## config.mk

```make
export PLATFORM = sky130hd
export DESIGN_NAME = usb_data_buffer
export DESIGN_NICKNAME = d
export VERILOG_FILES = /design/src/rtl/usb_data_buffer.sv
export SDC_FILE = /design/constraint.sdc
export NUM_CORES = 1
export LEC_CHECK = 0
export CORE_AREA = 2 2 210 212
export CTS_CLUSTER_DIAMETER = 120
export DETAILED_ROUTE_END_ITERATION = 6
export DIE_AREA = 0 0 212 214
export PLACE_DENSITY = 0.75
export SLEW_MARGIN = 20
export SYNTH_ARGS = -nofsm -noshare
export SYNTH_HDL_FRONTEND = slang
export SYNTH_SLANG_ARGS = --single-unit
```

## constraint.sdc

```tcl
create_clock -name clk -period 2.75 [get_ports clk]
set_clock_uncertainty 0.2 [all_clocks]
set_input_delay 0.275 -clock clk [delete_from_list [all_inputs] [get_ports clk]]
set_output_delay 0.275 -clock clk [all_outputs]
set_load 0.02 [all_outputs]
```

## src/rtl/usb_data_buffer.sv

```systemverilog
// Shared 64-byte endpoint FIFO between the AHB slave and the USB TX/RX cores.
// Show-ahead head byte on both read ports; occupancy is the count register itself.
module usb_data_buffer #(
   parameter int DEPTH  = 64,
   parameter int ADDR_W = 6
) (
   input  logic              clk,
   input  logic              n_rst,
   input  logic              clear,
   input  logic              flush,
   input  logic              store_tx_data,
   input  logic [7:0]        tx_data,
   input  logic              store_rx_packet_data,
   input  logic [7:0]        rx_packet_data,
   input  logic              get_tx_packet_data,
   input  logic              get_rx_data,
   output logic [7:0]        tx_packet_data,
   output logic [7:0]        rx_data,
   output logic [ADDR_W:0]   buffer_occupancy
);

   localparam logic [ADDR_W:0] FULL_CNT = (ADDR_W+1)'(DEPTH);

   typedef enum logic [1:0] {EMPTY, PARTIAL, FULL} fill_t;

   logic [7:0]        mem [DEPTH];
   logic [ADDR_W-1:0] wr_ptr, rd_ptr;
   logic [ADDR_W:0]   count;
   fill_t             fill_state;

   logic       wipe, push_req, pop_req, push_ok, pop_ok;
   logic [7:0] push_byte;

   // Fill state is a pure decode of the count; no separate state register.
   always_comb begin
      fill_state = PARTIAL;
      if (count == '0)
         fill_state = EMPTY;
      else if (count == FULL_CNT)
         fill_state = FULL;
   end

   always_comb begin
      wipe      = clear | flush;
      push_req  = store_tx_data | store_rx_packet_data;
      pop_req   = get_tx_packet_data | get_rx_data;
      push_byte = store_tx_data ? tx_data : rx_packet_data;
      // Both judged on the pre-edge count: full drops push, empty ignores pop.
      push_ok   = push_req && (fill_state != FULL);
      pop_ok    = pop_req  && (fill_state != EMPTY);
   end

   always_ff @(posedge clk or negedge n_rst) begin
      if (!n_rst) begin
         wr_ptr <= '0;
         rd_ptr <= '0;
         count  <= '0;
      end else if (wipe) begin
         wr_ptr <= '0;
         rd_ptr <= '0;
         count  <= '0;
      end else begin
         if (push_ok) wr_ptr <= wr_ptr + 1'b1;
         if (pop_ok)  rd_ptr <= rd_ptr + 1'b1;
         case ({push_ok, pop_ok})
            2'b10:   count <= count + 1'b1;
            2'b01:   count <= count - 1'b1;
            default: count <= count;
         endcase
      end
   end

   always_ff @(posedge clk or negedge n_rst) begin
      if (!n_rst) begin
         for (int i = 0; i < DEPTH; i++) mem[i] <= 8'h00;
      end else if (!wipe && push_ok) begin
         mem[wr_ptr] <= push_byte;
      end
   end

   assign tx_packet_data   = mem[rd_ptr];
   assign rx_data          = mem[rd_ptr];
   assign buffer_occupancy = count;

endmodule

```

# ---- After elaboration in Yosys (flattened, before gate mapping)
# Index checks and enable logic that the tools add are counted.
dict set report word_totals {
  register_bits 531
  latch_bits 0
  ram_bits 0
  mem_bits_ro 0
  in_bits 24
  memories 0
}
dict set report classes {
  addsub 4
  mul 0
  div_mod_pow 0
  order_cmp 3
  eq_ne 4
  shifts 0
  mux 15
  bitwise_logic 5
  reduce_logical 10
}
# cell n
set op_table {}
lappend op_table {{$bwmux W512} 1}
lappend op_table {{$bmux W8 S6} 1}
lappend op_table {{$demux W8 S6} 1}
lappend op_table {{$mux W8} 4}
lappend op_table {{$mux W6} 4}
lappend op_table {{$ge A7 B7 Y1 const B} 2}
lappend op_table {{$not A6 Y7} 2}
lappend op_table {{$pmux W7 S2} 1}
lappend op_table {{$add A6 B1 Y6 const B} 2}
lappend op_table {{$add A7 B1 Y7 const B} 1}
lappend op_table {{$eq A7 B7 Y1 const B} 1}
lappend op_table {{$logic_not A7 Y1} 1}
lappend op_table {{$lt A7 B1 Y1 const B} 1}
lappend op_table {{$mux W7} 1}
lappend op_table {{$sub A7 B1 Y7 const B} 1}
lappend op_table {{$reduce_bool A2 Y1} 3}
lappend op_table {{$logic_and A1 B1 Y1} 4}
lappend op_table {{$mux W2} 2}
lappend op_table {{$or A1 B1 Y1} 3}
lappend op_table {{$reduce_bool A3 Y1} 1}
lappend op_table {{$eq A2 B1 Y1 const B} 1}
lappend op_table {{$eq A2 B2 Y1 const B} 1}
lappend op_table {{$ne A2 B2 Y1 const B} 1}
lappend op_table {{$logic_not A1 Y1} 1}

# ---- Longest topological paths before layout
dict set report depth {
  depth_word 8
  mapped_depth 14
}

# ---- Worst setup path after synthesis
# OpenSTA, ideal clock, no wires.
dict set report synth_path {
  kind {register -> output}
  startpoint {register rd_ptr[0]}
  endpoint {output tx_packet_data[2]}
  arrival_ns 2.438
  t_required_ns 2.275
  setup_slack_ns -0.163
  stages_incl_launch_ff 10
  n_path_buf 4
  path_cell_list {dfrtp_1 clkbuf_1 buf_2 buf_2 mux4_2 a22oi_1 nand2_1 o21ai_0 o221ai_1 buf_4}
}
dict set report synth_between {
  elab_chain_cells 4
}
# item line_no
set synth_rtl {}
lappend synth_rtl {{start, declared} 27} ;# logic [ADDR_W-1:0] wr_ptr, rd_ptr;
lappend synth_rtl {{start signal, assigned} 64} ;# if (pop_ok) rd_ptr <= rd_ptr + 1'b1;
lappend synth_rtl {{$not A6 Y7} -}
lappend synth_rtl {{$bmux W8 S6} -}
lappend synth_rtl {{$mux W8 (2 in series)} -}
lappend synth_rtl {{end, declared} 17} ;# output logic [7:0] tx_packet_data,
# Every way passes these cells. The select of a mux whose other input is x is not followed.

# ---- Worst setup path in the final report
dict set report layout_path {
  startpoint {register rd_ptr[0]}
  endpoint {output tx_packet_data[0]}
}
dict set report layout_between {
  elab_chain_cells 4
}
# item line_no
set layout_rtl {}
lappend layout_rtl {{$not A6 Y7 (implied by the code)} 81} ;# assign tx_packet_data = mem[rd_ptr];
lappend layout_rtl {{$bmux W8 S6} 81}
lappend layout_rtl {{$mux W8 (implied by the code) (2 in series)} 81}
# Every way passes these cells. The select of a mux whose other input is x is not followed.

==> results.sh <==
export IMPL_ys_flop_type="dfrtp_1"
export IMPL_grt_pass1_wl_um=101200
export IMPL_layout_common_cells="dfrtp_1, nand2_1, nor2_1, a21oi_1, o21ai_0"
export IMPL_drt_wl_total_um=62990
export IMPL_die_y_um=214
export IMPL_fin_util_pct=66.34
export IMPL_fmax_mhz=286.4
export IMPL_maxCapViolCount=0
export IMPL_wl_per_cell_um=21.40
export IMPL_dr_pass1_iters=5
export IMPL_violations="setup timing"
export IMPL_fin_cells=2943
export IMPL_synthDistinctLibCells=54
export IMPL_crit_required_ns=2.28
export IMPL_reg2reg_depth=10
export IMPL_rows=76
export IMPL_peakVddDrop_mv=0.5650
export IMPL_dieArea_um2=45370
export IMPL_drc_errors=0
export IMPL_synthAdderAreaFrac_pct=0.2095
export IMPL_drt_iter0_drc=1958
export IMPL_setup_worst_path_class="reg -> out"
export IMPL_synth_mux_area_share_pct=12.97
export IMPL_synth_cell_area_um2=23890
export IMPL_relSlewSlack_pct=55.76
export IMPL_synth_xor_area_share_pct=0.4400
export IMPL_htreeDepth=2
export IMPL_cts_tree="built"
export IMPL_final_common_cell="dfrtp_1"
export IMPL_reg2reg_from="buffer_occupancy[1]"
export IMPL_ios=47
export IMPL_numCtsBuffers=52
export IMPL_async_flop_share_pct=100.0
export IMPL_viasPerCell=6.145
export IMPL_hold_viol_final=0
export IMPL_cp_arrival_ns=3.02
export IMPL_dieWidth_um=212
export IMPL_cts_buffer_depth=3
export IMPL_finalSetupViolCount=16
export IMPL_synth_edf_count=0
export IMPL_nets=2342
export IMPL_start_util_pct=55.70
export IMPL_n_antenna_cell=0
export IMPL_powerDensity_nw_per_um2=624.1
export IMPL_hp_class="in -> async"
export IMPL_maxSlewViolCount=0
export IMPL_power_leakage_nw=12.69
export IMPL_grt_ovfl_total=0
export IMPL_finalCritPeriodShare_pct=127.0
export IMPL_cts_sinks=531
export IMPL_synth_top_family_by_area="compound AO/OA/AOI/OAI gates"
export IMPL_yosysWarningCount=0
export IMPL_clk_latency_ns=0.61
export IMPL_grt_pass1_vias=18340
export IMPL_coreArea_um2=42890
export IMPL_grt_max_degree=78
export IMPL_path_clk_slew_ns=0.06
export IMPL_synthCells=2220
export IMPL_rrSetupSlack_ns=0.08
export IMPL_place_inst=2823
export IMPL_crit_fanout=8
export IMPL_synth_nets=2248
export IMPL_ys_ff_latch=531
export IMPL_fin_crit_ns=3.492
export IMPL_ys_seq_area_share_pct=55.63
export IMPL_worst_slew_pin_slew_ns=0.6612
export IMPL_yosys_area_share_simple_pct=12.15
export IMPL_fin_ws_ns=-0.7421
export IMPL_startpoint_type="register"
export IMPL_numPortBuffers=46
export IMPL_vias=18090
export IMPL_synth_compound_area_share_pct=14.22
export IMPL_rsz0062_at_grt="true"
export IMPL_endpoint_kind="primary output"
export IMPL_final_antenna_net_count=0
export IMPL_area_growth_syn_to_layout_pct=19.10
export IMPL_grt_total_usage_pct=28.44
export IMPL_drive_gt1_share_pct=22.31
export IMPL_status="complete, but fails checks"
export IMPL_antenna_found_initial=0
export IMPL_dp_hpwl_um=39750
export IMPL_rr_endpoint="buffer_occupancy[6]"
export IMPL_gp_congestion=0.8746
export IMPL_avgSynthCellArea_um2=10.76
export IMPL_cts_root_buf="clkbuf_16"
-- registers in the layout (all words and copies together), names as in the netlist --
name and flops:
buffer_occupancy 7, mem 512, rd_ptr 6, wr_ptr 6
-- critical path, cell delays in order, from the launching register on --
cell,delay (ns)
dfrtp_4,0.50
buf_12,0.17
bufbuf_16,0.29
mux4_2,0.50
a22o_1,0.20
a221oi_2,0.35
o221ai_4,0.20
buf_6,0.17
-- where the power goes --
group	leakage, nW	switching [mW]	internal, mW
Clock	0.847	3.06	4.14
Sequential	7.38	0.103	7.95
Combinational	4.47	1.39	1.11
-- how the worst max path moves through the flow --
| stage | depth (start not counted) | end | start | slack [ns] |
|---|---|---|---|---|
| floorplan | 9 | tx_packet_data[2] | rd_ptr[0] | -0.07 |
| global placement | 9 | tx_packet_data[5] | rd_ptr[0] | -0.56 |
| detailed placement | 8 | tx_packet_data[1] | rd_ptr[0] | -0.56 |
| CTS | 10 | tx_packet_data[5] | rd_ptr[0] | -0.76 |
| global route | 9 | tx_packet_data[0] | rd_ptr[0] | -0.80 |
| finish | 7 | tx_packet_data[0] | rd_ptr[0] | -0.74 |
-- cell type report --
type	instances	area [um2]
Clock buffer	79	1574
Clock inverter	19	167.7
Fill cell	2933	14440
Inverter	2	7.507
Multi-Input combinational cell	1464	9982
Sequential cell	531	13300
Tap cell	585	732.0
Timing Repair Buffer	263	2683
-- stage by stage --
stage / hold slack [ns] / worst slack (ns) / total power, mW / area (um2) / TNS, ns
after floorplan: -0.2206 / -0.07480 / 9.470 / 23970 / -0.07480
after global placement: 0.07919 / -0.5598 / 10.41 / 26180 / -8.187
after detailed placement: 0.08336 / -0.5591 / 10.47 / 26180 / -8.721
after CTS: 0.04134 / -0.7622 / 17.67 / 28150 / -11.46
after global routing: 0.06538 / -0.7980 / 18.38 / 28450 / -12.24
final: 0.03250 / -0.7421 / 17.76 / 28450 / -11.08
-- cells by family after synthesis --
logic type               count (synthesis)
AO/OA/AOI/OAI                          619
XOR/XNOR                                12
adder cells (fa/ha/maj)                  4
buffers and inverters                  225
flip-flops                             531
multiplexers                           148
AND/OR/NAND/NOR                        681
-- routing by layer --
| metal | GRT usage [%] | share of wire, % |
|---|---|---|
| met1 | 38.63 | 39 |
| met2 | 46.51 | 50 |
| met3 | 4.823 | 7.4 |
| met4 | 10.35 | 3.5 |
| met5 | 0 | 0 |
-- what timing repair did --
action | 4_1_cts | 5_1_grt
cloned | 2 | 1
hold buffers | 1 | 0
gates resized for setup | 95 | 41
endpoints found under the setup margin | 16 | 17
setup buffers | 9 | 10
hold endpoints to repair | 450 | 0
pin swaps | 2 | 11
-- Yosys cell counts, drive strengths merged, types with 2 or more instances --
master  count  area (um2)
inv         2       7.510
dfrtp     531       13290
and2       11       71.32
a22o       18       157.7
a21oi     259        1304
or3         2       12.51
xor2        7       61.31
buf       100       578.1
and3b       2       17.52
nor2b       4       25.02
mux2        3       45.04
nand3      24       120.1
a221oi     18       157.7
o211ai      2       15.01
nor3b       5       47.54
nor3       11       65.06
nor2      276        1036
ha          4       50.05
nand4b     16       140.1
o21ai     276        1381
or2         5       31.29
clkbuf    123       461.7
nand2     288        1081
a22oi      16       120.1
o22ai       6       37.54
nand4       2       12.51
and3       29       181.4
mux2i      17       170.2
o221ai      8       70.07
xnor2       5       43.79
a31o        3       26.28
mux4      128        2883
a211oi     10       92.59
Power figures use the tool's default switching activity.
